<file path="src/rtl/hack_cpu_sequencer.sv">
// hack_cpu_sequencer: multi-cycle Hack CPU control/datapath around an external extended ALU.
// Optional HALT_LOOP_EN adds a HALTED state that traps the canonical "@L; 0;JMP" self-loop.
module hack_cpu_sequencer #(
  parameter logic [14:0] RESET_PC = 15'h0000
) (
  input  logic        clk,
  input  logic        reset,
  output logic        instr_req,
  output logic [14:0] instr_addr,
  input  logic [15:0] instr_data,
  input  logic        instr_ack,
  output logic        data_req,
  output logic        data_we,
  output logic [14:0] data_addr,
  output logic [15:0] data_wdata,
  input  logic [15:0] data_rdata,
  input  logic        data_ack,
  output logic [15:0] alu_x,
  output logic [15:0] alu_y,
  output logic [8:0]  alu_instr,
  input  logic [15:0] alu_out,
  input  logic        alu_zr,
  input  logic        alu_ng,
  output logic        halted
);
  typedef enum logic [2:0] {
    START, FETCH, DECODE, READ, EXEC, WRITE
`ifdef HALT_LOOP_EN
    , HALTED
`endif
  } state_t;
  state_t st;
  logic [15:0] a, d, ir, m, res;
  logic [14:0] pc, wa;
  logic taken;
  assign instr_req  = st == FETCH;
  assign instr_addr = pc;
  assign data_req   = st == READ || st == WRITE;
  assign data_we    = st == WRITE;
  assign data_addr  = st == WRITE ? wa : a[14:0];
  assign data_wdata = res;
  assign alu_x      = d;
  assign alu_y      = ir[12] ? m : a;
  assign alu_instr  = (st == READ || st == EXEC) ? {ir[14], ir[13], 1'b0, ir[11:6]} : 9'h000;
  assign taken      = (ir[2] & alu_ng) | (ir[1] & alu_zr) | (ir[0] & ~alu_ng & ~alu_zr);
`ifdef HALT_LOOP_EN
  logic prev_a, hp, trig;
  assign trig   = ir[2:0] == 3'b111 && prev_a && a[14:0] == pc - 15'd1;
  assign halted = st == HALTED;
`else
  assign halted = 1'b0;
`endif
  always_ff @(posedge clk) begin
    if (reset) begin
      st  <= START;
      pc  <= RESET_PC;
      a   <= '0;
      d   <= '0;
      ir  <= '0;
      m   <= '0;
      res <= '0;
      wa  <= '0;
`ifdef HALT_LOOP_EN
      prev_a <= 1'b0;
      hp     <= 1'b0;
`endif
    end else begin
      case (st)
        START: st <= FETCH;
        FETCH: if (instr_ack) begin
          ir <= instr_data;
          st <= DECODE;
        end
        DECODE: if (!ir[15]) begin
          a  <= {1'b0, ir[14:0]};
          pc <= pc + 15'd1;
          st <= FETCH;
`ifdef HALT_LOOP_EN
          prev_a <= 1'b1;
`endif
        end else st <= ir[12] ? READ : EXEC;
        READ: if (data_ack) begin
          m  <= data_rdata;
          st <= EXEC;
        end
        EXEC: begin
          if (ir[5]) a <= alu_out;
          if (ir[4]) d <= alu_out;
          res <= alu_out;
          wa  <= a[14:0];
          pc  <= taken ? a[14:0] : pc + 15'd1;
`ifdef HALT_LOOP_EN
          prev_a <= 1'b0;
          hp     <= trig;
          st     <= ir[3] ? WRITE : trig ? HALTED : FETCH;
`else
          st <= ir[3] ? WRITE : FETCH;
`endif
        end
        WRITE: if (data_ack) begin
`ifdef HALT_LOOP_EN
          st <= hp ? HALTED : FETCH;
`else
          st <= FETCH;
`endif
        end
`ifdef HALT_LOOP_EN
        HALTED: st <= HALTED;
`endif
        default: st <= START;
      endcase
    end
  end
endmodule

</file>
<file path="config.mk">
export PLATFORM = sky130hd
export DESIGN_NAME = hack_cpu_sequencer
export DESIGN_NICKNAME = d
export VERILOG_FILES = /design/src/rtl/hack_cpu_sequencer.sv
export SDC_FILE = /design/constraint.sdc
export NUM_CORES = 1
export LEC_CHECK = 0
export BUFFER_PORTS_ARGS = -buffer_cell sky130_fd_sc_hd__buf_2
export CAP_MARGIN = 20
export CORE_ASPECT_RATIO = 1.5
export CORE_MARGIN = 2
export CORE_UTILIZATION = 35
export DETAILED_ROUTE_END_ITERATION = 10
export SETUP_SLACK_MARGIN = 0.1
export SYNTH_ARGS = -nofsm -noshare
export SYNTH_HDL_FRONTEND = slang
export SYNTH_SLANG_ARGS = --single-unit
</file>
<file path="constraint.sdc">
create_clock -name clk -period 2.4 [get_ports clk]
set_input_delay 0.12 -clock clk [delete_from_list [all_inputs] [get_ports clk]]
set_output_delay 0.12 -clock clk [all_outputs]
set_load 0.03 [all_outputs]
</file>
* After elaboration in Yosys (flattened, before gate mapping) *
Cells that the tools add are included.

word-level totals
  logic and storage cells = 53
  input port bits = 54
  register bits after elaboration = 113
  output and inout bits = 91

cells by class
  add/subtract/negate cells = 1
  equal/unequal tests = 10
  bitwise gates (word level) = 8
  reductions and logical operators = 10
  mux-type cells = 16

operators with widths
  operator                                             number
  two-way mux 16 bit                                   3
  two-way mux 15 bit                                   3
  one-hot mux 16 bit (2 select lines)                  1
  one-hot mux 15 bit (2 select lines)                  1
  two-way mux 3 bit                                    6
  one-hot mux 3 bit (6 select lines)                   1
  adder 15 x 1 -> 15 bit, second input constant        1
  two-way mux 9 bit                                    1
  AND reduction 2 bit                                  4
  equality test 3 x 2 -> 1 bit, second input constant  2
  equality test 3 bit, second input constant           2
  != test 2 bit, second input constant                 3
  AND reduction 3 bit                                  2
  AND 1 bit                                            4
  != test 2 x 1 -> 1 bit, second input constant        2
  equality test 3 x 1 -> 1 bit, second input constant  1
  zero test 3 bit                                      1
  logical OR 1 bit                                     2
  inverter 1 bit                                       2
  bitwise OR 1 bit                                     2
  nonzero test 2 bit                                   1

* Longest topological paths before layout *
Gate-level depths: netlist of run 1.

  word-level depth = 6
  mapped depth = 8
  depth with buffers taken out = 5

* Worst setup path after synthesis of run 1 *
No wires, ideal clock.

  kind = register to register
  from = register pc[0], in the netlist instr_addr[0]
  to = register pc[14], in the netlist instr_addr[14]
  cell stages (with the launch flop) = 6
  period minus slack after synthesis = 1891 ps
  data required time = 2325 ps
  buffers on the path = 0
  setup time = 75 ps
  arrival = 1817 ps
  setup slack = 509 ps
  cell sequence = dfxtp_1 ha_1 nand3_1 or4_1 mux2_2 o22ai_1

on the way
  word-level cells in the longest chain between the ends = 3
  elaborated cells on any way between the ends = 4
  those cells by class = add/sub: 1; mux: 3

ends and longest elaborated chain
  what                                     RTL line  text
  start: declaration                       34        logic [14:0] pc, wa;
  start signal: assignment                 76        pc <= pc + 15'd1;
  start signal: assignment                 91        pc <= taken ? a[14:0] : pc + 15'd1;
  adder 15 x 1 -> 15 bit (*)               76, 91
  two-way mux 15 bit (on tied branches)    91, 74
  one-hot mux 15 bit (2 select lines) (*)  68        case (st)

Mark *: on every way between the ends. The rest lies on a longest branch, timed or not. The select of a mux whose other input is x is not followed.
A chain may end at the register's enable or synchronous reset.

* Worst setup path after layout of run 1 *
  from = register st[2]
  to = register pc[10], in the netlist instr_addr[10]

on the way
  word-level cells in the longest chain between the ends = 3
  elaborated cells on any way between the ends = 6
  those cells by class = eq/ne: 3; mux: 1; reduce/logical: 2

ends and longest elaborated chain
  what                                                                         RTL line  text
  start: declaration                                                           32        state_t st;
  start signal: assignment                                                     81        end else st <= ir[12] ? READ : EXEC;
  start signal: assignment                                                     97        st <= ir[3] ? WRITE : FETCH;
  equality test 3 x 2 -> 1 bit / equality test 3 bit (equally long branches)   68
  != test 2 bit (no source line) / nonzero test 2 bit (equally long branches)  --
  AND reduction 2 bit (no source line)                                         --

Parallel ways exist; a longest one is shown, timed or not.

==> results of run 1 <==
## stage by stage
step / worst slack [ns] / std cells / hold slack (ns) / util [%] / area [um2]
2_1_floorplan: 0.5086 / 642 / 0.2560 / - / 5077
3_3_place_gp: 0.3624 / 945 / 0.3616 / 42.12 / 5949
3_5_place_dp: 0.2858 / 945 / 0.3663 / 42.12 / 5949
4_1_cts: 0.2177 / 1025 / 0.1534 / 49.77 / 7030
5_1_grt: 0.1458 / 1027 / 0.1810 / 49.85 / 7041
6_report: 0.2614 / 1027 / 0.1727 / 49.85 / 7041
## worst max path at each step
stage             startpoint              to  slack (ns)  depth (start not counted)
3_3_place_gp           st[2]  instr_addr[12]        0.36                          4
2_1_floorplan  instr_addr[0]  instr_addr[14]        0.51                          5
6_report               st[2]  instr_addr[10]        0.26                          4
3_5_place_dp           st[2]  instr_addr[10]        0.29                          4
4_1_cts                st[2]    alu_instr[7]        0.22                          4
5_1_grt                st[2]  instr_addr[11]        0.15                          4
## synthesized netlist by cell type, types with 4 or more instances
library cell	count
nor4_1	4
a311oi_1	15
nand2b_1	7
dfxtp_1	113
nand2_1	193
or4_1	4
mux2i_1	4
and2_1	11
buf_2	10
nor2b_1	5
inv_1	13
nand3_1	9
o21ai_0	13
clkbuf_1	29
mux2_2	33
a21oi_1	87
nor3_1	9
a31oi_1	5
a221oi_1	5
nor2_1	23
## sequential cells by signal, summed over array words and instances (netlist names)
name        count
st              3
a              16
wa             15
instr_addr     15
alu_x          16
data_wdata     16
ir             16
m              16
## layer usage
metal  up-vias  share of wire, %  routed length [um]  global-route usage, %
li1       2560                 -                   -                      -
met1      2483                37                6510                  24.39
met2       171                55                9688                  42.60
met3        44               3.9                 691                  3.807
met4         0               4.2                 732                  12.00
met5         -                 0                   0                      0
## power by group through the flow
stage	registers [W]	logic (W)	clock network (W)
2_1_floorplan	0.00201	0.000233	0
3_3_place_gp	0.00202	0.000374	0
3_5_place_dp	0.00202	0.000378	0
4_1_cts	0.00198	0.000439	0.00258
5_1_grt	0.00199	0.000476	0.00267
6_report	0.00198	0.000441	0.00255
## timing repair
item / 4_1_cts / 5_1_grt
resized for setup: 0 / 0
buffers inserted: 0 / 1
endpoints found under the setup margin: 0 / 7
hold buffers: 48 / 0
hold endpoints to repair: 53 / 0
## kinds of logic (layout without fill, tap and decap cells)
kind of cell,Yosys count,in the layout,share of synthesized area (%)
mux,37,37,8.114
compound gates,151,151,18.15
buf+inv,59,251,4.981
flops,113,113,44.59
simple gates,279,279,23.85
fa+ha+maj,1,1,0.2466
other cells,1,3,0.07391
## worst max-delay path, delay by kind of cell, from the launching register on
| family | cells | cell delay (ns) |
|---|---|---|
| AO/OA/AOI/OAI | 2 | 0.74 |
| flip-flops | 1 | 0.49 |
| multiplexers | 1 | 0.21 |
| AND/OR/NAND/NOR | 1 | 0.61 |
## final cells by class
cell class	instances	area share, %
clock inverter	13	2.097
inverter	13	0.6931
clock buffer	19	6.433
multi-input combinational	470	36.54
antenna	1	0.03554
sequential	113	32.13
timing repair buffer	206	18.66
tap	192	3.412
==> results.txt, run 1 <==
- Comb power frac: 8.9%
- For this run, the post-layout net count is 876.
* Fraction of the yosys area taken by sequential cells: 44.59%
- Hold Violations, Final: 0
* Cell chosen for the clock root: clkbuf_16
- Worst skew pair latency: 0.41 ns
- Highest achievable clock rate: 467.6 MHz
- Portion of total power attributed to the clock network: 51.3%
- Switching power share of the total: 25.55%
* Endpoint kind of the worst setup timing path: flip-flop
- For this design the static power due to leakage is 2.865 nW.
- Among all stages on the critical path, the largest delay is contributed by or3b_2.
* Total length of routed wires: 17,620 um
- Total number of yosys warnings: 0
- The worst setup path is of the flip-flop to flip-flop kind.
- Internal power: 0.003703 W
* Number of endpoints failing setup at the final stage: 0
* Clock edge transition at the registers on the reported setup and hold paths: 0.06 ns
- In this run the cell area of the synthesized design comes to 5074 um2.
* Synth top area share: 44.59%
- Synth area leader: dfxtp_1
* Dominant synthesized flop cell: dfxtp_1
- Worst VDD drop: 0.4137 mV
- The max-slew violation total from the final report was 0.
- The congestion estimate from routability-driven global placement came to 0.8708.
- The worst setup path is launched from a flip-flop.
* Unique cell type count in the Yosys netlist: 52
- Synth Instances: 641
* Overall die width: 102.3 um
- In this run the vertical extent of the chip is 151.5 um.
- In the routed design, unresolved DRC markers number 0.
* Count of flip-flops with a built-in enable after synthesis: 0
* Fraction of final layout cells with drive strength greater than 1: 28.06%
* Via count of the first global-routing pass: 5,201
- Area enclosed by the die boundary: 15,500 um2
- Half-perimeter wire length after detailed placement: 12,620 um
- Min-delay src: data_ack
* RSZ-0062 raised after global routing: false
- Clock tree from TritonCTS: built
- The flow ran to the end, and the final reports show no timing, DRC or antenna violations.
- In this run, CTS created clock tree buffers numbering 17.
- The first global-routing pass estimated 27,060 um of wire.
- Setup total negative slack on the finished layout was measured at 0 ns.
- Area of combinational cells with multiple inputs: 2572 um2
* Number of flip-flops and latches in the synthesized netlist: 113
* Worst Hold Class: input pin to flip-flop
- In this run the register-to-register setup slack is 0.26 ns.
- Pin placement for this block handled 145 I/O pins.
- In the final routed layout, each cell accounts on average for 17.16 um.
- Number of maximum-capacitance constraint violations: 0
* Layout area overhead: 38.77%
* Most frequent cells in the layout: 193 x nand2_1, 141 x buf_2, 113 x dfxtp_1
- Total power consumption of the routed design: 0.004974 W
* Worst endpoint required time: 2.71 ns
- Capturing point of the worst reg2reg path: instr_addr[10]
- Grt ovf: 0
* Level count of the clock H-tree: 4
* Fillers: 1,365
* Most common cell after layout, fill and taps aside: nand2_1
* Areal power density over the cells: 706.4 nW/um2
* Proportion of synthesized flip-flops having asynchronous set or reset: 0%
- In this run the critical register-to-register path is launched from st[2].
- Crit-path max FO: 17
* Post-route clock period utilization: 89.11%
- # port buffers: 142
* Post-DRT Antenna Nets: 0
- The initial utilization of the core area, before any placement, comes to 35.92%.
- Final clock skew: 0.008484 ns
* Mean area per synthesized cell: 7.915 um2
- Footprint of the flip-flops and latches: 2262 um2
* Clock tree sinks: 113
- The clock passes through at most 2 buffers.
- Reg2Reg Depth: 4
- Worst hold endpoint: st[0]
- Sorting the synthesized cells by area gives the leading types as dfxtp_1 45%, nand2_1 14%, a21oi_1 8.6%.
- Hold Path Cell Cnt: 4
- Number of design-rule violations left by the first detailed-router iteration: 254
- Global routing consumed, over all layers together, 22.95% of the routing resources.
- Worst path cell trace: or3b_2, a21o_1, mux2i_1, a221oi_1
* Tightest Pin Transition: 0.7637 ns
* Tmin final: 2.139 ns
- Slowest stage delay, CP: 0.61 ns
- The number of antenna violations at the first check in global routing came to 1.
- Measured against its own limit, the worst slew margin works out to 49.02%.
- In the routed layout, each cell is associated on average with a via count of 5.120.
* Net switching power figure: 0.001271 W
- Std-Cell Rows: 53
- Entering global routing, the biggest net connects 68 pins.
- Fraction of power consumed by sequential logic: 39.8%
- Critical path data arrival time: 2.45 ns
* Count of TritonRoute iterations in the first routing pass: 4
- The core region is 14,120 um2.
- Routed vias: 5,258
(Power assumes the default switching activity.)
==> run 2: changes to the inputs <==
ABC_CLOCK_PERIOD_IN_PS = 2400   (was not set)
CORE_ASPECT_RATIO = not set   (was 1.5)
==> results.txt, run 2 (synthesis results as in run 1) <==
* Starting density of the core: 35.31% (-0.61 points)
* Met1 Track Usage GR: 27.23% (+2.8 points)
- Number of endpoints failing setup at the final stage: 0 (unchanged)
- Half-perimeter wire length after detailed placement: 11,140 um (-12%)
* Count of TritonRoute iterations in the first routing pass: 5 (+1)
- The horizontal die dimension was 124.4 um (+22%).
- Tightest Pin Transition: 0.6583 ns (-0.1055 ns)
- The per-cell via count in the routed design is 5.057 (-1.2%).
- Clock tree sinks: 113 (unchanged)
- Tmin final: 2.148 ns (+0.009430 ns)
* Most common cell after layout, fill and taps aside: nand2_1
* # port buffers: 142 (unchanged)
- The overall overflow remaining after global route came to 0 (unchanged).
- The number of maximum-capacitance violations came to 0 (unchanged).
- Total Routing Usage GR: 20.97% (-2.0 points)
- The largest net degree at the start of global routing came to 68 (unchanged).
* Fraction of final layout cells with drive strength greater than 1: 27.20% (-0.86 points)
- The total number of placement rows was 44 (-17%).
- From synthesis to final layout, the design area changed by 38.37%.
* Slowest stage delay, CP: 0.62 ns (about the same)
* Final weighted congestion of routability-driven global placement: 0.8798 (+1.0%)
- Clock tree synthesis selected as its root buffer the cell clkbuf_16.
- The count of nets left with antenna violations after detail routing was 0 (unchanged).
- The max-slew violation total from the final report came to 0 (unchanged).
- The floorplan die height is 124.4 um (-18%).
- Worst path cell trace: or3b_2, a21o_1, mux2i_1, a221oi_1
* Worst slew slack as a fraction of its limit: 55.99% (+7.0 points)
- The minimum hold slack is 0.08212 ns (-0.09055 ns).
- The H-tree level count came to 4 (unchanged).
* Critical-path cell with the highest stage delay: or3b_2
* Hold Violations, Final: 0 (unchanged)
* Setup Fix Bufs, Post-CTS: 0 (unchanged)
- The source-to-sink clock delay at the later pin of the worst-skew pair was 0.41 ns (about the same).
- The global-route wire length before repair came to 25,880 um (-4.4%).
- Critical Path Start Type: flip-flop
- The post-detailed-placement cell area was 5964 um2 (+0.25%).
- The part of the cycle the worst path needs came to 89.50% (+0.39 points).
* Routed vias: 5,133 (-2.4%)
- The data arrival at the endpoint of the critical path came to 2.46 ns (about the same).
* DR WL/cell: 16.07 um (-6.4%)
- Number of top-level pins: 145 (unchanged)
- Setup repair after global routing left no endpoint under its margin.
- The number of fillers in the final layout is 1,424 (+4.3%).
- The net count reported at finish was 875 (-0.11%).
* Highest achievable clock rate: 465.5 MHz (-0.44%)
- Total length of routed wires: 16,310 um (-7.5%)
- Diode insertion count for antenna repair: 0 (-1)
- Worst endpoint required time: 2.71 ns (about the same)
* Worst VDD drop: 0.4933 mV (+19%)
- Post-Layout Inst Area: 7020 um2 (-0.28%)
- Met2 Usage GRT: 33.75% (-8.8 points)
- Final clock skew: 0.006792 ns (-0.001692 ns)
* Buffers from clock root to sink, at most: 2 (unchanged)
- P_leak: 2.851 nW (-0.52%)
- Area of the core: 14,370 um2 (+1.7%)
- Area enclosed by the die boundary: 15,480 um2 (-0.13%)
- Via count of the first global-routing pass: 4,910 (-5.6%)
* Clock edge transition at the registers on the reported setup and hold paths: 0.05 ns (about the same)
- Worst Hold Class: input pin to flip-flop
- DRC violation count after routing: 0 (unchanged)
* Met3 Usage GRT: 6.229% (+2.4 points)
- Number of buffers created by CTS: 17 (unchanged)
- Areal power density over the cells: 696.4 nW/um2 (-1.4%)
* Status: completed
- In the layout the commonest cells are 193 x nand2_1, 141 x buf_2, 113 x dfxtp_1.
- Number of design-rule violations left by the first detailed-router iteration: 432 (+70%)
- TritonCTS built the clock tree.
* Number of antenna violations at the first check in global routing: 0 (-1)
* TNS Setup: 0 ns (unchanged)
- Crit-path max FO: 17 (unchanged)
- Endpoint kind of the worst setup timing path: flip-flop
* Layer carrying the most global-route usage: met2
* Critical path class: flip-flop to flip-flop
run 2: final cells by class:
cell class | instances | area (um2) | area share, %
multi-input combinational | 470 | 2580 | 36.75
sequential | 113 | 2262 | 32.22
timing repair buffer | 205 | 1331 | 18.96
clock buffer | 23 | 457.9 | 6.523
tap | 184 | 230.2 | 3.279
clock inverter | 7 | 110.1 | 1.568
inverter | 13 | 48.80 | 0.6951
run 2: layer usage:
metal	part of all wire, %	vias up
li1	-	2555
met1	45	2374
met2	47	183
met3	7.3	21
met4	1.6	0
met5	0	-
run 2: final timing paths:
path                            startpoint        endpoint  slack (ns)  cells past startpoint
worst max-delay path                 st[2]  instr_addr[11]        0.25                      4
worst min register to register        m[1]            m[1]        0.45                      2
worst min-delay path                 reset        alu_x[8]        0.08                      2
worst max register to register       st[2]  instr_addr[11]        0.25                      4
run 2: critical path, delay by kind of cell, from the launching register on:
kind | cells | cell delay, ns
multiplexers | 1 | 0.20
flip-flops | 1 | 0.49
AO/OA/AOI/OAI | 2 | 0.74
AND/OR/NAND/NOR | 1 | 0.62
run 2: through the flow:
| stage | std cells | power [W] | util, % | worst slack, ns |
|---|---|---|---|---|
| 6_report | 1015 | 0.004889 | 48.86 | 0.2520 |
| 5_1_grt | 1015 | 0.005061 | 48.86 | 0.1235 |
| 4_1_cts | 1015 | 0.004926 | 48.81 | 0.2628 |
| 3_5_place_dp | 937 | 0.002396 | 41.51 | 0.2823 |
| 3_3_place_gp | 937 | 0.002396 | 41.51 | 0.2983 |
| 2_1_floorplan | 642 | 0.002240 | - | 0.5086 |
run 2: what timing repair did:
item	CTS	global route
resized for setup	0	1
endpoints found under the hold margin	55	0
hold buffers	48	0
endpoints found under the setup margin	0	1
run 2: where the power goes:
part	switching, W	leakage [nW]	internal (W)
Clock	0.000831	0.281	0.00164
Combinational	0.000253	1.66	0.000187
Sequential	0.0000617	0.914	0.00192
